--- src/rtl/bcd_pkg.sv ---
// ----------------------------------------------------------------------------
// bcd_pkg
// Shared BCD definitions for the multi-digit decade counter:
//   BCD_DIGIT_W  width of one BCD digit
//   BCD_MAX      largest legal BCD digit value (9)
//   bcd_digit_t  one BCD digit
//   bcd_clamp()  limits a digit to a given maximum
// ----------------------------------------------------------------------------
package bcd_pkg;

   localparam int BCD_DIGIT_W = 4;
   localparam logic [BCD_DIGIT_W-1:0] BCD_MAX = 4'd9;

   typedef logic [BCD_DIGIT_W-1:0] bcd_digit_t;

   function automatic bcd_digit_t bcd_clamp(input bcd_digit_t digit,
                                            input bcd_digit_t max);
      return (digit > max) ? max : digit;
   endfunction

endpackage

--- src/rtl/bcd_digit.sv ---
// ----------------------------------------------------------------------------
// bcd_digit
// One decade stage of the BCD counter. Loads a clamped value, increments or
// decrements with wrap at its own maximum, and flags its limits.
// Ports:
//   i_clk      clock, rising edge
//   i_sclr     synchronous active-high clear (wins over everything)
//   i_load     parallel load strobe (wins over inc/dec)
//   i_din      digit load value, clamped to i_max
//   i_inc      step this digit up
//   i_dec      step this digit down
//   i_max      largest legal value of this digit
//   o_digit    registered digit value
//   o_at_max   digit equals i_max
//   o_at_zero  digit equals zero
// ----------------------------------------------------------------------------
module bcd_digit
   import bcd_pkg::*;
(
   input  logic       i_clk,
   input  logic       i_sclr,
   input  logic       i_load,
   input  bcd_digit_t i_din,
   input  logic       i_inc,
   input  logic       i_dec,
   input  bcd_digit_t i_max,
   output bcd_digit_t o_digit,
   output logic       o_at_max,
   output logic       o_at_zero
);

   bcd_digit_t digit_q;
   bcd_digit_t digit_d;

   assign o_at_max  = (digit_q == i_max);
   assign o_at_zero = (digit_q == '0);
   assign o_digit   = digit_q;

   always_comb begin
      digit_d = digit_q;
      if (i_load) begin
         digit_d = bcd_clamp(i_din, i_max);
      end else if (i_inc) begin
         digit_d = o_at_max ? '0 : digit_q + 4'd1;
      end else if (i_dec) begin
         digit_d = o_at_zero ? i_max : digit_q - 4'd1;
      end
   end

   always_ff @(posedge i_clk) begin
      if (i_sclr) begin
         digit_q <= '0;
      end else begin
         digit_q <= digit_d;
      end
   end

endmodule

--- src/rtl/bcd_counter_multi.sv ---
// ----------------------------------------------------------------------------
// bcd_counter_multi
// Parametrised multi-digit BCD up/down counter with parallel load and a
// configurable modulus on the most significant digit.
// Build option: define BCD_COUNTER_SATURATE_EN to stop at max (up) / 0 (down)
// instead of wrapping; o_cout/o_bout then never assert.
// Parameters:
//   DIGITS   number of BCD digits (1..8)
//   TOP_MOD  modulus of the most significant digit (2..10)
// Ports:
//   i_clk       clock, rising edge
//   i_sclr      synchronous active-high clear
//   i_cin       count enable
//   i_up        direction, 1 = up, 0 = down
//   i_load      parallel load strobe
//   i_din       BCD load value, digit 0 in [3:0]
//   o_cnt       registered BCD count
//   o_cout      one-cycle pulse after an up-wrap (max -> 0)
//   o_bout      one-cycle pulse after a down-wrap (0 -> max)
//   o_tc        terminal count for the current direction (combinational)
//   o_load_err  one-cycle pulse after a load that needed clamping
// ----------------------------------------------------------------------------
module bcd_counter_multi
   import bcd_pkg::*;
#(
   parameter int DIGITS  = 2,
   parameter int TOP_MOD = 10
) (
   input  logic                  i_clk,
   input  logic                  i_sclr,
   input  logic                  i_cin,
   input  logic                  i_up,
   input  logic                  i_load,
   input  logic [4*DIGITS-1:0]   i_din,
   output logic [4*DIGITS-1:0]   o_cnt,
   output logic                  o_cout,
   output logic                  o_bout,
   output logic                  o_tc,
   output logic                  o_load_err
);

   localparam bcd_digit_t TOP_MAX = bcd_digit_t'(TOP_MOD - 1);

   logic [DIGITS-1:0] at_max;
   logic [DIGITS-1:0] at_zero;
   logic [DIGITS-1:0] clamp_hit;
   logic [DIGITS:0]   chain_max;
   logic [DIGITS:0]   chain_zero;
   logic              all_max;
   logic              all_zero;
   logic              hold_up;
   logic              hold_dn;
   logic              step_up;
   logic              step_dn;

   logic cout_q, cout_d;
   logic bout_q, bout_d;
   logic load_err_q, load_err_d;

   // chain_*[k] is high when every digit below k sits at its limit, i.e. the
   // ripple enable for digit k; chain_*[DIGITS] covers the whole count.
   always_comb begin
      logic acc_max;
      logic acc_zero;
      acc_max    = 1'b1;
      acc_zero   = 1'b1;
      chain_max  = '0;
      chain_zero = '0;
      for (int k = 0; k <= DIGITS; k++) begin
         chain_max[k]  = acc_max;
         chain_zero[k] = acc_zero;
         if (k < DIGITS) begin
            acc_max  = acc_max & at_max[k];
            acc_zero = acc_zero & at_zero[k];
         end
      end
   end

   assign all_max  = chain_max[DIGITS];
   assign all_zero = chain_zero[DIGITS];

`ifdef BCD_COUNTER_SATURATE_EN
   // Blocking the step at the limit also keeps the wrap pulses low.
   assign hold_up = all_max;
   assign hold_dn = all_zero;
`else
   assign hold_up = 1'b0;
   assign hold_dn = 1'b0;
`endif

   assign step_up = i_cin & i_up  & ~i_load & ~hold_up;
   assign step_dn = i_cin & ~i_up & ~i_load & ~hold_dn;

   for (genvar k = 0; k < DIGITS; k++) begin : g_digit
      localparam bcd_digit_t DIG_MAX = (k == DIGITS - 1) ? TOP_MAX : BCD_MAX;

      assign clamp_hit[k] = (i_din[4*k +: 4] > DIG_MAX);

      bcd_digit u_digit (
         .i_clk     (i_clk),
         .i_sclr    (i_sclr),
         .i_load    (i_load),
         .i_din     (i_din[4*k +: 4]),
         .i_inc     (step_up & chain_max[k]),
         .i_dec     (step_dn & chain_zero[k]),
         .i_max     (DIG_MAX),
         .o_digit   (o_cnt[4*k +: 4]),
         .o_at_max  (at_max[k]),
         .o_at_zero (at_zero[k])
      );
   end

   assign cout_d     = step_up & all_max;
   assign bout_d     = step_dn & all_zero;
   assign load_err_d = i_load & (|clamp_hit);

   always_ff @(posedge i_clk) begin
      if (i_sclr) begin
         cout_q     <= 1'b0;
         bout_q     <= 1'b0;
         load_err_q <= 1'b0;
      end else begin
         cout_q     <= cout_d;
         bout_q     <= bout_d;
         load_err_q <= load_err_d;
      end
   end

   assign o_cout     = cout_q;
   assign o_bout     = bout_q;
   assign o_load_err = load_err_q;
   assign o_tc       = i_up ? all_max : all_zero;

endmodule

--- config.mk ---
export PLATFORM = sky130hd
export DESIGN_NAME = bcd_counter_multi
export DESIGN_NICKNAME = d
export VERILOG_FILES = /design/src/rtl/bcd_pkg.sv /design/src/rtl/bcd_digit.sv /design/src/rtl/bcd_counter_multi.sv
export SDC_FILE = /design/constraint.sdc
export NUM_CORES = 1
export LEC_CHECK = 0
export CAP_MARGIN = 0
export CELL_PAD_IN_SITES_DETAIL_PLACEMENT = 1
export CELL_PAD_IN_SITES_GLOBAL_PLACEMENT = 1
export CORE_AREA = 2 2 63 65
export DETAILED_ROUTE_END_ITERATION = 7
export DIE_AREA = 0 0 65 67
export GPL_TIMING_DRIVEN = 0
export MAX_ROUTING_LAYER = met4
export PLACE_DENSITY = 0.73
export SYNTH_ARGS = -nofsm -noshare
export SYNTH_HDL_FRONTEND = slang
export SYNTH_SLANG_ARGS = --single-unit
--- constraint.sdc ---
create_clock -name i_clk -period 1.8 [get_ports i_clk]
set_clock_uncertainty 0.2 [all_clocks]
set_input_delay 0.36 -clock i_clk [delete_from_list [all_inputs] [get_ports i_clk]]
set_output_delay 0.36 -clock i_clk [all_outputs]
set_load 0.03 [all_outputs]
; ---- Yosys cells after proc, flatten, opt, wreduce, memory -nomap -nowiden
; Cells that the tools add are included.
[word_totals]
wordCells = 44
register_bits = 11
out_inout_bits = 12
inputBits = 13
[op_classes]
magnitude_cmp = 2
eq_ne = 2
bitwise_logic = 13
add_sub_neg = 4
mux = 13
reduce_logical = 5
[ops]
columns = operator, n
row1 = $mux 4, 12
row2 = $and 1x1->1, 11
row3 = $add 4x1->4 const B, 2
row4 = $eq 4x4->1 const B, 2
row5 = $gt 4x4->1 const B, 2
row6 = $logic_not 4->1, 2
row7 = $sub 4x1->4 const B, 2
row8 = $reduce_bool 3->1, 2
row9 = $not 1->1, 2
row10 = $reduce_or 2->1, 1
row11 = $mux 1, 1

; ---- Depth between registers and ports, before layout
; Gate-level depths: netlist of run 1.
[logic_depth]
depth_word = 7
depth_mapped = 6
mapped_depth_nobuf = 5

; ---- Cells and area by module
; Synthesis of run 1 repeated with hierarchy kept, for this count alone.
[unflattened]
hier_cells = 152
hier_area_um2 = 1362.6
[modules_own_cells]
columns = mod, seq_area_each_um2, cells_each, n_inst, area_each_um2
row1 = bcd_digit, 80.1, 67, 2, 600.6
row2 = bcd_counter_multi, 60.1, 18, 1, 161.4

; ---- Worst setup path after synthesis of run 1
; No wires, ideal clock.
[synth_path]
path_type = register to output
start = reg g_digit[0].u_digit.digit_q[3]
end = out o_tc
n_path_buf = 1
required_ns = 1.240
slack_ns = -0.234
arrival_time_ns = 1.474
path_stages_with_launch = 5
cell_sequence = dfxtp_1 -> buf_2 -> nor4bb_1 -> nand4_1 -> nand2_1
[synth_via]
elab_chain_len = 3
word_cells_on_any_way = 5
cone_classes = eq/ne (1) / mux (1) / bitwise (2) / reduce/logical (1)
[synth_lines]
columns = element, line
row1 = start: declaration, bcd_digit.sv:32  ; bcd_digit_t digit_q;
row2 = start signal: assignment, bcd_digit.sv:54  ; digit_q <= digit_d;
row3 = $eq 4x4->1 / $logic_not 4->1 (equally long branches), "bcd_digit.sv:35, bcd_digit.sv:36"
row4 = "$and 1x1->1, on equally long branches", "bcd_counter_multi.sv:73, bcd_counter_multi.sv:74"
row5 = $mux 1 (*), bcd_counter_multi.sv:132  ; assign o_tc = i_up ? all_max : all_zero;
row6 = end: declaration, bcd_counter_multi.sv:38  ; output logic o_tc,
; Every way passes the cells marked *; elsewhere a longest branch is shown, timed or not.

; ---- Final worst setup path of run 1
[layout_path]
start = reg g_digit[0].u_digit.digit_q[1]
end = out o_tc
; Same word-level chain as after synthesis.

==> results.md, run 1 <==
* Maximum level of the CTS H-tree at 1
* Kind of end point of the critical path: output pin
* Gpl congestion at 0.842
* Die Width at 65 um
* Crit path from: g_digit[0].u_digit.o_digit[1]$_SDFFE_PP0P_
* Utilization after layout at 0.415
* Most frequent cells in the layout: buf_4 (14), dlygate4sd2_1 (10), nand2_1 (9), nor3_1 (9), clkdlybuf4s50_1 (9)
* CP max FO at 3
* Area of the mapped netlist at 871 um2
* Area grow syn2layout at 71.7%
* Antenna violations before repair at 0
* Critical path class: register to output pin
* Type of the most critical hold path: input port to register
* Placeable core area at 0.00361 mm2
* Num ports at 25
* Post-detailed-route count of antenna-violating nets at 0
* Avg WL per Cell at 16.1 um
* Launch instance of the worst min-delay path: i_up
* Total placed cells including tap cells at 188
* Worst path top cell family by delay: simple AND/OR/NAND/NOR gates
* Clk slew on worst S/H paths at 0.06 ns
* Required time at the endpoint of the critical path at 1.24 ns
* Cell at the root of the clock tree: clkbuf_8
* Final number of setup-violating endpoints at 3
* Ant. Diodes at 0
* Crit path largest cell delay at 0.35 ns
* Post-detailed-routing wire length at 3310 um
* Net count after synthesis at 130
* Most common library cell in the layout ignoring fill and taps: buf_4
* Worst Path Arrival at 1.46 ns
* Post-synthesis sequential element count at 11
* Total track usage at 0.156
* Period minus WS final at 2.02 ns
* Setup repair after global routing missed its margin: yes
* Post-detailed-placement cell area at 0.00121 mm2
* Total of warnings raised by yosys at 0
* Global-route wire length before repair at 5040 um
* Worst path buffer plus inverter count at 2
* Number of endpoints with negative hold slack in the final report at 0
* Master of the slowest instance on the critical path: dfxtp_4
* Largest net degree at the start of global routing at 11
* Number of library cell types mapped by synthesis at 42
* Register area share after synthesis at 0.253
* Ordered cell list for the critical path: buf_8 -> nor4bb_4 -> nand4_1 -> nand2_4 -> buf_6
* Mapped Cells at 117
* Startpoint of the most critical register-to-register path: g_digit[0].u_digit.o_digit[1]$_SDFFE_PP0P_
* Tcrit/Tclk final at 1.12
* Number of port buffers at 23
* Failing checks: negative setup slack
* Proportion of layout cells with a drive suffix above 1 at 0.329
* Type of origin of the critical path: register
* Post-route DRC violation count at 0
* Final design instance area without fill at 0.00150 mm2
* Actual slew at the worst max-slew pin at 0.578 ns
* Hold slack final at 0.407 ns
* Full die area at 0.00436 mm2
* Total clock buffers created by CTS at 3
* Smallest setup slack after layout at -0.223 ns
* Vias per Instance at 5.23
* First drt pass iteration count at 4
* Clock latency reported for the late side of the worst-skew pair at 0.26 ns
* Outcome: complete, but fails checks
* Standard-cell rows at 22
* Fmax at 0.494 GHz
* Aggregate global routing overflow at 0
* Max-slew violation count at 0
* Iteration-0 DRC count of the detailed router at 97
* Number of buffers between clock root and the deepest sink at 2
* Reported leakage power at 0.000645 uW
* Estimated wirelength of the detail-placed design at 2160 um
* Final #Nets at 172
* Max Cap Viol at 0
* Via count at 1,077
* Clock sink count at 11
* Starting utilization of the core area at 0.241
* Chip Height at 67 um
* Cell Count, Final, Fillers Out at 206
* Clock tree from TritonCTS: done
* Max-slew headroom at the worst pin at 0.615
* Max VDD drop at 0.000209 V
* Final total negative setup slack at -0.336 ns
* Power density cells at 619 mW/mm2
* Vias in the first global route at 1,032
* Mean area per synthesized cell at 7.44 um2
repair_timing:
item,in CTS,in global routing
hold buffers,0,0
setup buffers,5,10
pin swaps,4,14
resized for setup,31,25
setup endpoints to repair,15,9
stage by stage:
stage               setup WS [ns]  power [uW]
finish                     -0.223         926
global route               -0.251         963
CTS                        -0.257         870
detailed placement         -0.711         582
global placement           -0.714         575
floorplan                 -0.0102         477
tightest hold or removal path, stage by stage:
cell and delay [ns]:
buf_2 0.18, nand4_1 0.20, nor3_1 0.07
cells in the mapped netlist, drive strengths merged:
cell type,count,area [um2]
o211ai,2,15.0
nand4,1,6.26
nand3b,1,11.3
dfxtp,11,220
clkinv,1,3.75
a21oi,8,40.0
nand2,11,41.3
o221a,1,11.3
nand3,1,5.00
nor2b,1,6.26
nor4bb,1,10.0
o31ai,3,22.5
nor3b,1,7.51
o22ai,3,18.8
nand2b,1,6.26
a211oi,3,22.5
and3,2,12.5
a2111o,1,11.3
and2,1,6.26
nor2,8,37.5
nand4bb,1,16.3
nor4b,1,8.76
xnor2,3,26.3
nor4,3,18.8
inv,4,15.0
mux2i,1,10.0
o211a,1,10.0
buf,5,25.0
o21ai,7,35.0
and3b,1,8.76
nor3,10,50.1
a221oi,3,26.3
a311oi,2,17.5
a22o,1,8.76
nand4b,1,8.76
a41o,1,10.0
mux2,2,22.5
a31oi,1,6.26
clkbuf,6,22.5
xor2,1,8.76
cells by family after synthesis:
logic type,count (synthesis),share of synthesized area
AOI/OAI and AO/OA,37,0.293
xor gates and xnor gates,4,0.0402
buffers and inverters,16,0.0761
DFF,11,0.253
muxes,3,0.0374
and+or+nand+nor,46,0.300
routing by layer:
layer | up-vias | track usage | share of wire
met5 | - | - | 0
met4 | 0 | 0.0798 | 0.020
met3 | 5 | 0.0152 | 0.036
met2 | 27 | 0.254 | 0.50
met1 | 522 | 0.193 | 0.45
li1 | 523 | - | -
path summary, 6_finish.rpt:
check	depth (start not counted)	slack (ns)	endpoint
max	5	-0.22	o_tc
max reg2reg	7	-0.06	g_digit[1].u_digit.o_digit[3]$_SDFFE_PP0P_
min reg2reg	2	0.45	g_digit[1].u_digit.o_digit[3]$_SDFFE_PP0P_
min	3	0.41	o_cout$_SDFF_PP0_
final cells by class:
| cell class | count | area [um2] |
|---|---|---|
| repair buffers | 38 | 347 |
| multi-input cells | 90 | 704 |
| well taps | 48 | 60.1 |
| inverters | 5 | 18.8 |
| clock inverters | 1 | 5.00 |
| clock buffers | 3 | 41.3 |
| flip-flops and latches | 11 | 235 |
| plain buffers | 10 | 83.8 |
| fillers | 448 | 2110 |
sequential cells by signal (all words and copies together), names as in the netlist:
register / flops
g_digit.u_digit.o_digit: 8
o_bout: 1
o_cout: 1
o_load_err: 1
power breakdown:
group          internal, uW  switching [uW]
clock                   154             125
combinational           170             185
sequential              261            31.2
total                   585             341
Note: power is estimated with default switching activity, not from simulation.
==> run 2, diff against run 1 <==
- GPL_TIMING_DRIVEN: 0 -> not set
- HOLD_SLACK_MARGIN: not set -> 0.08
==> run 2 against run 1 <==
The flow still finishes with violations (negative setup slack). Combinational power rose by 7.0%. Global-route usage rose by 1.4 points. Via count rose by 5.6%. Critical endpoint unchanged. Highest routed layer unchanged.
==> results.md, run 2 (same netlist as run 1, synthesis figures left out) <==
* Chip Height at 67 um
* Clock tree from TritonCTS: done
* Vias per Instance at 5.22
* Vias in the first global route at 1,163
* Crit path largest cell delay at 0.42 ns
* Fmax at 0.516 GHz
* Setup repair after global routing missed its margin: yes
* Post-detailed-routing wire length at 3540 um
* Type of the most critical hold path: register to register
* Max-slew headroom at the worst pin at 0.736
* Number of port buffers at 24
* Estimated wirelength of the detail-placed design at 2540 um
* Failing checks: negative setup slack
* Clock sink count at 11
* Switching power as a share of total power at 0.353
* Largest net degree at the start of global routing at 13
* Power density cells at 597 mW/mm2
* Internal power at 599 uW
* Placeable core area at 0.00361 mm2
* Die Width at 65 um
* Ant. Diodes at 0
* Post-detailed-route count of antenna-violating nets at 0
* Kind of end point of the critical path: output pin
* Antenna violations before repair at 0
* Pwr Total at 925 uW
* Max Cap Viol at 0
* Number of endpoints with negative hold slack in the final report at 0
* Most common library cell in the layout ignoring fill and taps: buf_4
* Actual slew at the worst max-slew pin at 0.393 ns
* Aggregate global routing overflow at 0
* Proportion of layout cells with a drive suffix above 1 at 0.394
* Post-detailed-placement cell area at 0.00134 mm2
* Clk slew on worst S/H paths at 0.06 ns
* Final design instance area without fill at 0.00155 mm2
* Gpl congestion at 0.846
* Smallest setup slack after layout at -0.140 ns
* Hold bufs inserted after CTS at 0
* Master of the slowest instance on the critical path: nor4_2
* Number of buffers between clock root and the deepest sink at 2
* Final-layout fill cell count at 427
* Critical path class: register to output pin
* Iteration-0 DRC count of the detailed router at 29
* Via count at 1,137
* Required time at the endpoint of the critical path at 1.24 ns
* CP max FO at 5
* Power share of the combinational group at 0.411
* Avg WL per Cell at 16.3 um
* Tcrit/Tclk final at 1.08
* Net Switching at 326 uW
* Number of flip-flops in the largest register at 8
* Type of origin of the critical path: register
* Worst Path Arrival at 1.38 ns
* Most frequent cells in the layout: buf_4 (37), dlygate4sd2_1 (10), clkdlybuf4s50_1 (10)
* Total clock buffers created by CTS at 3
* Worst path top cell family by delay: simple AND/OR/NAND/NOR gates
* Ordered cell list for the critical path: nor4_2 -> nand2_2 -> nand2_4 -> buf_6
* Outcome: complete, but fails checks
* Cell at the root of the clock tree: clkbuf_8
* Sequential group share of total power at 0.309
* Global-route wire length before repair at 5460 um
* First drt pass iteration count at 4
* Post-route DRC violation count at 0
* Max VDD drop at 0.000198 V
* Period minus WS final at 1.94 ns
* Max-slew violation count at 0
* Full die area at 0.00436 mm2
* Area grow syn2layout at 78.0%
* Total track usage at 0.170
* Starting utilization of the core area at 0.241
* Reported leakage power at 0.000649 uW
* Maximum level of the CTS H-tree at 1
* Final number of setup-violating endpoints at 1
* Final #Nets at 184
* Clock latency reported for the late side of the worst-skew pair at 0.24 ns
* Standard-cell rows at 22
* Num ports at 25
* Clock share of power at 0.281
* Worst path buffer plus inverter count at 1
run 2: layout make-up:
type,instances,area (um2),area share
clock buffer,3,41.3,0.0266
clock inverter,1,5.00,0.00323
inverter,5,18.8,0.0121
multi-input combinational,90,693,0.447
sequential,11,233,0.150
tap,48,60.1,0.0387
timing repair buffer,60,499,0.322
run 2: metrics by stage:
step                cells  TNS (ns)  setup WS (ns)  hold slack, ns  utilization
floorplan             117   -0.0102        -0.0102           0.304            -
global placement      203     -3.24         -0.430           0.381        0.372
detailed placement    203     -3.97         -0.549           0.425        0.372
CTS                   211    -0.148         -0.140           0.397        0.406
global route          218    -0.249         -0.185           0.469        0.430
finish                218    -0.140         -0.140           0.465        0.430
run 2: what timing repair did:
| action | 4_1_cts | 5_1_grt |
|---|---|---|
| cloned | 0 | 0 |
| resized for setup | 23 | 7 |
| buffers inserted | 4 | 7 |
| endpoints found under the setup margin | 16 | 5 |
| pin swaps | 3 | 7 |
run 2: worst paths after layout:
path	startpoint	to	slack, ns	cells past startpoint
min	g_digit[1].u_digit.o_digit[3]$_SDFFE_PP0P_	g_digit[1].u_digit.o_digit[3]$_SDFFE_PP0P_	0.47	2
max reg2reg	g_digit[0].u_digit.o_digit[2]$_SDFFE_PP0P_	g_digit[1].u_digit.o_digit[3]$_SDFFE_PP0P_	0.02	8
min reg2reg	g_digit[1].u_digit.o_digit[3]$_SDFFE_PP0P_	g_digit[1].u_digit.o_digit[3]$_SDFFE_PP0P_	0.47	2
max	g_digit[1].u_digit.o_digit[1]$_SDFFE_PP0P_	o_tc	-0.14	4
run 2: worst reg2reg max path, cell delays in order, from the launching register on:
cell,delay [ns]
dfxtp_4,0.37
nor4bb_4,0.29
buf_4,0.15
buf_4,0.09
buf_4,0.09
a21oi_1,0.06
o22ai_1,0.16
a21oi_1,0.11
a31oi_1,0.18
run 2: power by group through the flow:
| stage | combinational, uW | sequential (uW) | clock, uW |
|---|---|---|---|
| 2_1_floorplan | 162 | 315 | 0 |
| 3_3_place_gp | 320 | 290 | 0 |
| 3_5_place_dp | 329 | 293 | 0 |
| 4_1_cts | 345 | 289 | 256 |
| 5_1_grt | 408 | 288 | 270 |
| 6_report | 380 | 286 | 260 |
run 2: layer usage:
| metal | wire [um] | GRT usage | part of all wire | vias to the layer above |
|---|---|---|---|---|
| met5 | 0 | - | 0 | - |
| met3 | 132 | 0.0270 | 0.037 | 2 |
| met4 | 35 | 0.0665 | 0.0099 | 0 |
| met1 | 1510 | 0.198 | 0.43 | 560 |
| met2 | 1860 | 0.294 | 0.53 | 28 |
| li1 | - | - | - | 547 |
==> run 3, diff against run 2 <==
- ABC_AREA: not set -> 1
- PLACE_DENSITY: 0.73 -> 0.76
==> run 3 against run 2 <==
The run still ends with negative setup slack left. Core utilization decreased by 4.6 points. Highest routed layer unchanged. Register-to-register slack improved by 0.28 ns. First-iteration DRC count decreased by 48%. Count of clock-buffer cells in the layout unchanged. Global-route usage decreased by 1.9 points. Setup slack improved by 0.092 ns. Synthesized area increased by 0.57%.
==> results.md, run 3 <==
* Global-route wire length before repair at 4900 um
* Setup WS pre-CTS at -0.0913 ns
* Worst Path Arrival at 1.29 ns
* Worst reg2reg endpoint: g_digit[1].u_digit.o_digit[0]$_SDFFE_PP0P_
* Starting utilization of the core area at 0.243
* Post-route DRC violation count at 0
* Most common cell on crit path: nand2_1
* Synth area leaders: dfxtp_1 (25%), nand2_1 (16%), inv_1 (6.9%), nor2_1 (6.9%), nand3_1 (6.3%)
* Total clock buffers created by CTS at 3
* Standard-cell rows at 22
* Die Width at 65 um
* Antenna violations before repair at 0
* Number of buffers between clock root and the deepest sink at 2
* Number of library cell types mapped by synthesis at 26
* Largest net degree at the start of global routing at 9
* Proportion of layout cells with a drive suffix above 1 at 0.290
* Utilization after layout at 0.383
* Top post-synthesis cells by count: nand2_1 (38), inv_1 (16), nor2_1 (16), dfxtp_1 (11), nand3_1 (11)
* Startpoint of the most critical register-to-register path: g_digit[0].u_digit.o_digit[1]$_SDFFE_PP0P_
* Post-detailed-routing wire length at 2990 um
* Register area share after synthesis at 0.251
* Type of origin of the critical path: register
* Net count after synthesis at 155
* Mean area per synthesized cell at 6.17 um2
* Number of flops mapped to enable cells by yosys at 0
* Max VDD drop at 0.000392 V
* Full die area at 0.00436 mm2
* Fmax at 0.541 GHz
* First drt pass iteration count at 4
* Final-layout fill cell count at 476
* Area grow syn2layout at 57.9%
* Total track usage at 0.151
* Worst path top cell family by delay: buffers and inverters
* Area share of the leading cell type in the synthesized netlist at 0.251
* Via count at 1,059
* Critical path class: register to output pin
* Avg WL per Cell at 12.8 um
* Max Cap Viol at 0
* Chip Height at 67 um
* Post-synthesis sequential element count at 11
* Area of the mapped netlist at 876 um2
* Crit path largest cell delay at 0.34 ns
* Launch instance of the worst min-delay path: g_digit[0].u_digit.o_digit[1]$_SDFFE_PP0P_
* Hold bufs inserted after CTS at 0
* Vias in the first global route at 1,060
* Actual slew at the worst max-slew pin at 0.330 ns
* Count of cells along the worst hold path at 2
* Clock latency reported for the late side of the worst-skew pair at 0.24 ns
* Main synth FF type: dfxtp_1
* Period minus WS final at 1.85 ns
* Total of warnings raised by yosys at 0
* Cell at the root of the clock tree: clkbuf_8
* Number of flip-flops in the largest register at 8
* Top cell type by total area after synthesis: dfxtp_1
* Final number of setup-violating endpoints at 1
* Maximum level of the CTS H-tree at 1
* Area of the multi-input gates at 587 um2
* Smallest setup slack after layout at -0.0479 ns
* Mapped Cells at 142
* CP max FO at 4
* Setup repair after global routing missed its margin: yes
* Required time at the endpoint of the critical path at 1.24 ns
* Reported leakage power at 0.000717 uW
* Clock tree from TritonCTS: done
* Post-detailed-route count of antenna-violating nets at 0
* Number of port buffers at 24
* Ordered cell list for the critical path: buf_4 -> nor2_4 -> nand2_4 -> inv_2 -> nand2_1 -> nand2_1 -> buf_6
* Clk slew on worst S/H paths at 0.06 ns
* Tcrit/Tclk final at 1.03
* Type of the most critical hold path: register to register
* Sink of the worst hold path: g_digit[0].u_digit.o_digit[1]$_SDFFE_PP0P_
* Max-slew violation count at 0
* Aggregate global routing overflow at 0
* Worst path buffer plus inverter count at 3
* Number of endpoints with negative hold slack in the final report at 0
* Master of the slowest instance on the critical path: dfxtp_2
* Iteration-0 DRC count of the detailed router at 15
* Estimated wirelength of the detail-placed design at 2390 um
* Final total negative setup slack at -0.0479 ns
* Register cell area after layout at 231 um2
* Most frequent cells in the layout: nand2_1 (38), buf_4 (18), nor2_1 (14)
* Gpl congestion at 0.842
* Power density cells at 636 mW/mm2
* Failing checks: negative setup slack
* Clock sink count at 11
* Top-count cell post-synth: nand2_1
* R2r worst-path depth at 8
* Outcome: complete, but fails checks
* Vias per Instance at 4.53
* Max-slew headroom at the worst pin at 0.780
* Most common library cell in the layout ignoring fill and taps: nand2_1
* Kind of end point of the critical path: output pin
* Ant. Diodes at 0
* Final #Nets at 200
* Register-to-register setup slack at 0.30 ns
* Num ports at 25
* Placeable core area at 0.00361 mm2
* Post-synth ARST share at 0
==> run 3: cell types whose count changed in the layout (fill, tap and decap cells not counted), sizes merged, moves of 3 or more <==
cell / before / now
nand2: 11 / 39
buf: 39 / 19
inv: 4 / 22
nor2: 8 / 22
nand3: 1 / 13
nor3: 10 / 3
o21ai: 7 / 12
a221oi: 3 / 0
nor4: 3 / 0
o22ai: 3 / 0
o31ai: 3 / 0
xnor2: 3 / 0
==> run 3: worst max-delay path by stage <==
stage / to / cells past startpoint / start
after global placement: o_tc / 6 / i_up
after floorplan: o_tc / 7 / g_digit[1].u_digit.o_digit[0]$_SDFFE_PP0P_
after global routing: o_tc / 6 / g_digit[0].u_digit.o_digit[1]$_SDFFE_PP0P_
after detailed placement: o_tc / 6 / i_up
final: o_tc / 7 / g_digit[0].u_digit.o_digit[1]$_SDFFE_PP0P_
after CTS: o_tc / 7 / g_digit[0].u_digit.o_digit[1]$_SDFFE_PP0P_
==> run 3: report_power, final <==
group	switching [uW]	total (uW)	internal, uW
clock	96.5	249	152
combinational	198	339	141
sequential	28.5	292	263
==> run 3: through the flow <==
stage	hold WS [ns]	power, uW	std cells	instance area [um2]
6_report	0.406	880	234	1380
5_1_grt	0.452	939	234	1380
4_1_cts	0.400	868	231	1350
3_5_place_dp	0.358	612	225	1260
3_3_place_gp	0.339	602	225	1260
2_1_floorplan	0.215	478	142	877
==> run 3: metal layers <==
metal	vias up	share of wire	track usage
met3	2	0.027	0.0169
met5	-	0	-
met1	491	0.44	0.170
met2	16	0.52	0.277
met4	0	0.010	0.0559
li1	550	-	-
==> run 3: area by class of cell <==
class,instances,area share
clock buffers,3,0.0299
clock inverters,1,0.00362
inverters,22,0.0633
multi-input cells,107,0.424
flip-flops and latches,11,0.167
well taps,48,0.0434
repair buffers,42,0.268
==> run 3: worst min-delay path, stage by stage, from the launching register on <==
cell and delay [ns]:
dfxtp_2 0.34, o21ai_0 0.18, a21oi_1 0.05
==> run 3: cells by family (layout without fill, tap and decap cells) <==
| family | count (synthesis) | count (layout) | synth area share |
|---|---|---|---|
| DFF | 11 | 11 | 0.251 |
| AOI/OAI and AO/OA | 26 | 26 | 0.176 |
| buffers and inverters | 24 | 68 | 0.119 |
| and+or+nand+nor | 81 | 81 | 0.454 |
==> run 3: what timing repair did <==
item,in CTS,in global routing
pin swaps,0,3
setup buffers,2,3
resized for setup,25,4
endpoints found under the setup margin,9,3
hold endpoints to repair,0,0
